==> src/rtl/fdiv_pkg.sv <==
// rtl/fdiv_pkg.sv - shared divider-select types, encodings and controller state enum
//
// Contents:
//   SEL_W            width of the divider select (3)
//   sel_t            divider select type
//   SEL_DIV*         select encodings understood by the divider decoder
//   fsel_state_e     frequency-select controller FSM states
//   cnt_width()      counter width able to hold 0..n, never less than 1 bit

package fdiv_pkg;

  localparam int SEL_W = 3;

  typedef logic [SEL_W-1:0] sel_t;

  localparam sel_t SEL_DIV1   = 3'd0;
  localparam sel_t SEL_DIV2   = 3'd1;
  localparam sel_t SEL_DIV4   = 3'd2;
  localparam sel_t SEL_DIV8   = 3'd3;
  localparam sel_t SEL_DIV16  = 3'd4;
  localparam sel_t SEL_DIV32  = 3'd5;
  localparam sel_t SEL_DIV64  = 3'd6;
  localparam sel_t SEL_DIV128 = 3'd7;

  typedef enum logic [1:0] {
    ST_IDLE      = 2'd0,
    ST_WAIT_WRAP = 2'd1,
    ST_SWITCH    = 2'd2,
    ST_SETTLE    = 2'd3
  } fsel_state_e;

  function automatic int cnt_width(input int n);
    int w;
    w = $clog2(n + 1);
    return (w < 1) ? 1 : w;
  endfunction

endpackage

==> src/rtl/fsel_tmo_cnt.sv <==
// rtl/fsel_tmo_cnt.sv - timeout counter with terminal flag for the select controller
//
// Counts Fin cycles while clr is low and saturates at TMO_CYC-1.
// Ports:
//   Fin      in   clock
//   reset_n  in   asynchronous active-low reset
//   clr      in   synchronous clear; holds the count at zero
//   tc       out  terminal flag, high while the count equals TMO_CYC-1

module fsel_tmo_cnt
  import fdiv_pkg::*;
#(
  parameter int TMO_CYC = 1024
) (
  input  logic Fin,
  input  logic reset_n,
  input  logic clr,
  output logic tc
);

  localparam int CW = cnt_width(TMO_CYC);
  localparam logic [CW-1:0] LAST = CW'(TMO_CYC - 1);

  logic [CW-1:0] cnt;

  assign tc = (cnt == LAST);

  always_ff @(posedge Fin or negedge reset_n) begin
    if (!reset_n) begin
      cnt <= '0;
    end else if (clr) begin
      cnt <= '0;
    end else if (!tc) begin
      cnt <= cnt + 1'b1;
    end
  end

endmodule

==> src/rtl/fsel_ctrl.sv <==
// rtl/fsel_ctrl.sv - glitch-safe divider select controller with settle tracking
//
// Optional feature macro: FSEL_CTRL_TMO_EN (forced switch after TMO_CYC cycles
// without a divider wrap; without it the controller waits for wrap forever and
// tmo is tied low).
// Ports:
//   Fin      in   sole clock
//   reset_n  in   asynchronous active-low reset
//   req      in   frequency-change request, held until ack
//   req_sel  in   requested divider select, stable while req is high
//   wrap     in   divider terminal-count pulse, once per output period
//   ack      out  one-cycle acceptance pulse
//   busy     out  high while a switch is in progress
//   fsel     out  registered select driving the divider decoder
//   div_clr  out  one-cycle divider accumulator clear, coincident with fsel update
//   locked   out  high when fsel is stable and settled
//   tmo      out  sticky forced-switch flag, cleared only by reset

module fsel_ctrl
  import fdiv_pkg::*;
#(
  parameter sel_t SEL_RST    = SEL_DIV1,
  parameter int   SETTLE_PER = 2,
  parameter int   TMO_CYC    = 1024
) (
  input  logic       Fin,
  input  logic       reset_n,
  input  logic       req,
  input  logic [2:0] req_sel,
  input  logic       wrap,
  output logic       ack,
  output logic       busy,
  output logic [2:0] fsel,
  output logic       div_clr,
  output logic       locked,
  output logic       tmo
);

  localparam int PW = cnt_width(SETTLE_PER);
  localparam logic [PW-1:0] PER_LAST = PW'((SETTLE_PER > 0) ? SETTLE_PER - 1 : 0);

  fsel_state_e   state;
  sel_t          pend;
  logic [PW-1:0] per_cnt;
  logic          tmo_hit;

`ifdef FSEL_CTRL_TMO_EN
  logic tmo_tc;
  logic tmo_r;

  // Counter runs only in WAIT_WRAP, so it is zero on the first WAIT_WRAP cycle.
  fsel_tmo_cnt #(
    .TMO_CYC (TMO_CYC)
  ) u_tmo_cnt (
    .Fin     (Fin),
    .reset_n (reset_n),
    .clr     (state != ST_WAIT_WRAP),
    .tc      (tmo_tc)
  );

  assign tmo_hit = tmo_tc;

  // A wrap in the timeout cycle wins: the exit is a normal one and tmo stays put.
  always_ff @(posedge Fin or negedge reset_n) begin
    if (!reset_n) begin
      tmo_r <= 1'b0;
    end else if (state == ST_WAIT_WRAP && !wrap && tmo_tc) begin
      tmo_r <= 1'b1;
    end
  end

  assign tmo = tmo_r;
`else
  assign tmo_hit = 1'b0;
  assign tmo     = 1'b0;
`endif

  always_ff @(posedge Fin or negedge reset_n) begin
    if (!reset_n) begin
      state   <= ST_IDLE;
      fsel    <= SEL_RST;
      pend    <= SEL_RST;
      ack     <= 1'b0;
      div_clr <= 1'b0;
      locked  <= 1'b1;
      busy    <= 1'b0;
      per_cnt <= '0;
    end else begin
      ack     <= 1'b0;
      div_clr <= 1'b0;
      case (state)
        ST_IDLE: begin
          // req is still high in the cycle ack is shown; ignoring it there
          // keeps one held request from being acknowledged twice.
          if (req && !ack) begin
            ack <= 1'b1;
            if (req_sel != fsel) begin
              pend  <= req_sel;
              busy  <= 1'b1;
              state <= ST_WAIT_WRAP;
            end
          end
        end
        ST_WAIT_WRAP: begin
          if (wrap || tmo_hit) begin
            state <= ST_SWITCH;
          end
        end
        ST_SWITCH: begin
          // Switching right after a wrap keeps the divider from emitting a runt period.
          fsel    <= pend;
          div_clr <= 1'b1;
          per_cnt <= '0;
          if (SETTLE_PER == 0) begin
            locked <= 1'b1;
            busy   <= 1'b0;
            state  <= ST_IDLE;
          end else begin
            locked <= 1'b0;
            state  <= ST_SETTLE;
          end
        end
        ST_SETTLE: begin
          if (wrap) begin
            if (per_cnt == PER_LAST) begin
              per_cnt <= '0;
              locked  <= 1'b1;
              busy    <= 1'b0;
              state   <= ST_IDLE;
            end else begin
              per_cnt <= per_cnt + 1'b1;
            end
          end
        end
        default: begin
          state <= ST_IDLE;
        end
      endcase
    end
  end

endmodule

==> config.mk <==
export PLATFORM = sky130hd
export DESIGN_NAME = fsel_ctrl
export DESIGN_NICKNAME = d
export VERILOG_FILES = /design/src/rtl/fdiv_pkg.sv /design/src/rtl/fsel_tmo_cnt.sv /design/src/rtl/fsel_ctrl.sv
export SDC_FILE = /design/constraint.sdc
export NUM_CORES = 1
export LEC_CHECK = 0
export BUFFER_PORTS_ARGS = -buffer_cell sky130_fd_sc_hd__clkbuf_2
export CORE_MARGIN = 2
export CORE_UTILIZATION = 40
export CTS_BUF_LIST = sky130_fd_sc_hd__clkbuf_4
export CTS_CLUSTER_SIZE = 16
export DETAILED_ROUTE_END_ITERATION = 6
export GPL_TIMING_DRIVEN = 0
export PLACE_DENSITY_LB_ADDON = 0.08
export SLEW_MARGIN = 0
export SYNTH_ARGS = -nofsm -noshare
export SYNTH_HDL_FRONTEND = slang
export SYNTH_SLANG_ARGS = --single-unit
==> constraint.sdc <==
create_clock -name Fin -period 1.5 [get_ports Fin]
set_clock_uncertainty 0.05 [all_clocks]
set_input_delay 0 -clock Fin [delete_from_list [all_inputs] [get_ports Fin]]
set_output_delay 0 -clock Fin [all_outputs]
set_load 0.02 [all_outputs]
# --- After elaboration in Yosys (flattened, before gate mapping) ---
# Cells that the tools add are included.
totals:
  register_bits: 14
  input_bits: 7
  output_inout_bits: 8
  wordCells: 49
op_classes:
  add_sub_neg: 1
  n_eq_ne: 10
  mux: 20
  n_reduce_logical: 10
ops:
  columns: ["operator", "n"]
  rows:
  - ["$mux W2", 7]
  - ["$ne A2 B2 Y1 const B", 5]
  - ["$reduce_and A5 Y1", 2]
  - ["$mux W1", 9]
  - ["$pmux W2 S4", 1]
  - ["$reduce_and A3 Y1", 2]
  - ["$eq A2 B1 Y1 const B", 2]
  - ["$eq A2 B2 Y1 const B", 2]
  - ["$pmux W1 S2", 2]
  - ["$pmux W2 S2", 1]
  - ["$reduce_bool A2 Y1", 2]
  - ["$ne A3 B3 Y1", 1]
  - ["$add A2 B1 Y2 const B", 1]
  - ["$logic_not A2 Y1", 1]
  - ["$reduce_and A2 Y1", 1]
  - ["$logic_and A1 B1 Y1", 1]
  - ["$logic_not A1 Y1", 1]

# --- Longest topological paths before layout ---
depth:
  word_depth: 4
  mapped_depth: 6
  ltp_nobuf: 6

# --- Worst setup path after synthesis ---
# Ideal clock, no wire load.
synth_path:
  path_type: "reg2reg"
  start: "register fsel[1]"
  end: "register state[1]"
  setup_time_ps: 125
  t_arrival_ps: 1413
  required_ps: 1325
  slack_ps: -88
  stages_incl_launch_ff: 5
  path_buffers: 0
  synth_period_minus_slack_ps: 1588
  cell_sequence: "dfrtp_1 -> xnor2_1 -> a311oi_2 -> o221ai_2 -> mux2_4"
synth_between:
  elab_chain_len: 3
synth_lines:
  columns: ["item", "line", "rtl"]
  rows:
  - ["from (decl)", "fsel_ctrl.sv:33", "output logic [2:0] fsel,"]
  - ["from (signal assigned)", "fsel_ctrl.sv:111", "fsel <= pend;"]
  - ["$ne A3 B3 Y1", "fsel_ctrl.sv:97", "if (req_sel != fsel) begin"]
  - ["$ne A2 B2 Y1 (no source line)", null, null]
  - ["$reduce_and A5 Y1 (no source line)", null, null]
  - ["to (signal assigned)", "fsel_ctrl.sv:100", "state <= ST_WAIT_WRAP;"]
  - ["to (signal assigned)", "fsel_ctrl.sv:106", "state <= ST_SWITCH;"]
  - ["to (signal assigned)", "fsel_ctrl.sv:117", "state <= ST_IDLE;"]
  - ["to (decl)", "fsel_ctrl.sv:42", "fsel_state_e state;"]
# No other way between the ends.
# A chain may end at the register's enable or synchronous reset.

# --- Worst setup path after layout ---
layout_path:
  start: "register fsel[0]"
  end: "register state[1]"
# The elaborated chain is that of the path after synthesis.

==> impl_metrics.ini <==
[floorplanning]
ios = 15
placeableCoreArea_sq_um = 1670
initial_core_util = 0.414
height_of_the_chip_um = 45.6
core.rowCount = 15
die_width_um = 45.6
design.die.area_sq_um = 2080

[synthesis]
synth_cell_types = 23
async_reset_ff_frac = 1.00
syn_nets = 68
synthCells = 56
synthesis_stage_register_bit_count = 14
synth_top_cells_by_area = sky130_fd_sc_hd__dfrtp_1 (47%), sky130_fd_sc_hd__mux2_2 (9.8%), sky130_fd_sc_hd__ha_1 (9.0%)
synth_seq_area_share = 0.508
netlist_area_pre_place_sq_um = 692
syn_area_per_cell_sq_um = 12.4
synth_flop_cell = sky130_fd_sc_hd__dfrtp_1
synth.yosys.warnings = 0
synth_enable_flop_cells = 0
post-synth-top-area-fraction = 0.470
synthDominantAreaCellType = sky130_fd_sc_hd__dfrtp_1

[layout]
antenna_cells = 0
syn_to_final_growth_pct = 43.8
utilization = 0.596
num-fill-cells = 145
drive_gt1_frac = 0.553
fin_nets = 98

[global_routing]
grtUsageTotal = 0.156
grt_start_max_net_pins = 15
grt.overflow.total = 0
antenna_found_initial = 0
grt_use_met2 = 0.245
grt_pass1_wl_um = 2280
most_used_routing_layer = met2
met1_usage = 0.209
grt_pass1_vias = 524
global_route.usage.met3 = 0.0238

[critical_path]
crit_path_max_fanout = 3
worst_setup_path_endpoint = state[1]
cp.buffers_inverters = 0
cpLargestDelayFamily = compound AO/OA/AOI/OAI gates
worst_setup_path_start_kind = flip-flop
critical_path_arrival_ns = 1.72
setup.reg_to_reg.worst_slack_ns = -0.10
cp.depth = 4
worstSetupEndpointType = flip-flop
worst_r2r_startpoint = fsel[0]
critical_path.reg2reg.endpoint = state[1]
cp-startpoint = fsel[0]
critical_path.max_stage_delay_ns = 0.46
cp_cell_sequence = xnor2_4 -> a311oi_2 -> o221ai_2 -> mux2_4
path_class = flip-flop to flip-flop
crit_path_top_delay_cell = sky130_fd_sc_hd__dfrtp_2
critical_path_required_ns = 1.62
worst_r2r_path_depth = 4

[power_and_ir_drop]
power.share.clock = 0.103
p_switching_uw = 833
static-leakage-power_uw = 0.000483
irDropWorstVdd_mv = 1.22
seqPwrFrac = 0.337
internal_power_uw = 1330
power.density_cell_area_nw_per_um2 = 2180
power_switching_share = 0.385
combinationalPowerShare = 0.559

[clock_tree]
clkLatencyLatePin_ns = 0.28
number_of_h_tree_levels = 1
cts.root.buffer_cell = sky130_fd_sc_hd__clkbuf_4
clk_pin_slew_ns = 0.09
cts_tree = yes
clock_path_buffers = 2
cts.sink_count = 14
cts-buffers-inserted = 3

[sta]
timing.setup.tns_ns = -0.230
slew_viol_final = 0
fin_crit_ns = 1.60
final_hold_viol_count = 0
max_clock_freq_mhz = 625
rsz0062_at_grt = yes
finalSetupViolations = 5
post-route-period-util = 1.07
finalWorstSetupSlack_ns = -0.100

[detailed_routing]
post_drt_wl_per_cell_um = 13.2
routed_wirelength_um = 1350
vias = 508
firstDrtPassIters = 4
drcViolationCount = 0
drt_iter0_drc = 8
routed_via_density = 4.98
ant_nets = 0

[min_path]
holdCritPathClass = primary input to flip-flop
hold_path_depth = 3

[run_status]
failed_checks = negative setup slack
status = complete, but fails checks

[placed_design]
portBuffers = 13
routabilityCongestion = 0.763

[job]
number_of_max_capacitance_violations_reported = 0
[how the worst min path moves through the flow]
stage / slack (ns) / from / end
floorplan: -0.35 / reset_n / ack
global placement: -0.12 / reset_n / state[1]
detailed placement: -0.12 / reset_n / state[1]
CTS: 0.05 / wrap / per_cnt[0]
global route: 0.08 / wrap / per_cnt[0]
finish: 0.05 / wrap / per_cnt[0]
[power groups by stage]
| stage | sequential, uW | combinational (uW) | clock [uW] |
|---|---|---|---|
| 2_1_floorplan | 798 | 599 | 0 |
| 5_1_grt | 761 | 1340 | 249 |
| 3_5_place_dp | 712 | 914 | 0 |
| 6_report | 730 | 1210 | 224 |
| 3_3_place_gp | 709 | 905 | 0 |
| 4_1_cts | 724 | 1150 | 235 |
[what timing repair did]
action,in CTS,in global routing
hold endpoints to repair,17,0
pin swaps,5,3
setup buffers,5,3
setup endpoints to repair,4,6
hold buffers,4,0
resized for setup,11,1
[registers in the layout (all words and copies together) (netlist names)]
name	count
fsel	3
div_clr	1
per_cnt	2
ack	1
state	2
locked	1
busy	1
pend	3
[worst min-delay path, cell delays in order]
cell	delay, ns
sky130_fd_sc_hd__clkbuf_2	0.12
sky130_fd_sc_hd__xor2_1	0.07
sky130_fd_sc_hd__a22o_1	0.17
[cells in the mapped netlist, types with 2 or more instances]
library cell / number
sky130_fd_sc_hd__mux2_2: 6
sky130_fd_sc_hd__o21ai_0: 4
sky130_fd_sc_hd__nor2_1: 2
sky130_fd_sc_hd__ha_1: 5
sky130_fd_sc_hd__dfrtp_1: 13
sky130_fd_sc_hd__inv_1: 7
sky130_fd_sc_hd__xnor2_1: 3
[cell type report]
cell class,count,area (sq um),share of cell area
sequential,14,355,0.357
clock inverter,1,3.75,0.00377
clock buffer,3,22.5,0.0226
tap,17,21.3,0.0214
multi-input combinational,34,393,0.395
inverter,7,26.3,0.0264
buffer,1,7.51,0.00755
timing repair buffer,25,165,0.166
[layout by cell type (no fill, tap or decap)]
cell type	n
sky130_fd_sc_hd__o221ai_2	1
sky130_fd_sc_hd__nor2b_1	1
sky130_fd_sc_hd__mux2_4	4
sky130_fd_sc_hd__xor2_1	1
sky130_fd_sc_hd__a22o_1	1
sky130_fd_sc_hd__nand2_1	1
sky130_fd_sc_hd__xnor2_2	1
sky130_fd_sc_hd__conb_1	1
sky130_fd_sc_hd__a31oi_4	1
sky130_fd_sc_hd__o21ai_0	4
sky130_fd_sc_hd__nand3b_1	1
sky130_fd_sc_hd__a311oi_2	1
sky130_fd_sc_hd__clkinv_1	1
sky130_fd_sc_hd__mux2_2	3
sky130_fd_sc_hd__ha_4	1
sky130_fd_sc_hd__a21oi_1	1
sky130_fd_sc_hd__xnor2_4	2
sky130_fd_sc_hd__inv_1	5
sky130_fd_sc_hd__clkbuf_2	13
sky130_fd_sc_hd__dlygate4sd3_1	4
sky130_fd_sc_hd__nor2_1	2
sky130_fd_sc_hd__buf_4	9
sky130_fd_sc_hd__mux2i_1	1
sky130_fd_sc_hd__inv_2	2
sky130_fd_sc_hd__dfstp_2	1
sky130_fd_sc_hd__ha_2	1
sky130_fd_sc_hd__a21o_1	1
sky130_fd_sc_hd__o21ba_2	1
sky130_fd_sc_hd__clkbuf_4	3
sky130_fd_sc_hd__dfrtp_2	3
sky130_fd_sc_hd__ha_1	3
sky130_fd_sc_hd__dfrtp_1	10
[cell families (layout without fill, tap and decap cells)]
group           count (synthesis)  after routing  synth area share
simple gates                    5              5            0.0362
fa+ha+maj                       5              5            0.0904
compound gates                 11             11             0.127
xor+xnor                        4              4            0.0506
flops                          14             14             0.508
other cells                     1              1           0.00542
buf+inv                         8             37            0.0488
mux                             8              8             0.134
[through the flow]
stage	cells	power, uW	setup slack [ns]	hold slack (ns)	instance area (sq um)
after floorplan	56	1400	-0.0441	-0.346	709
after global placement	86	1610	-0.146	-0.125	796
after detailed placement	86	1630	-0.137	-0.125	796
after CTS	99	2110	-0.0990	0.0479	961
after global routing	102	2350	-0.184	0.0817	995
final	102	2170	-0.100	0.0521	995
[layer usage]
layer  up-vias  share of wire  wire, um
li1        247              -         -
met1       244           0.46       619
met2        15           0.48       653
met3         2          0.042        56
met4         0          0.014        19
met5         -              0         0
Power figures use the tool's default switching activity.
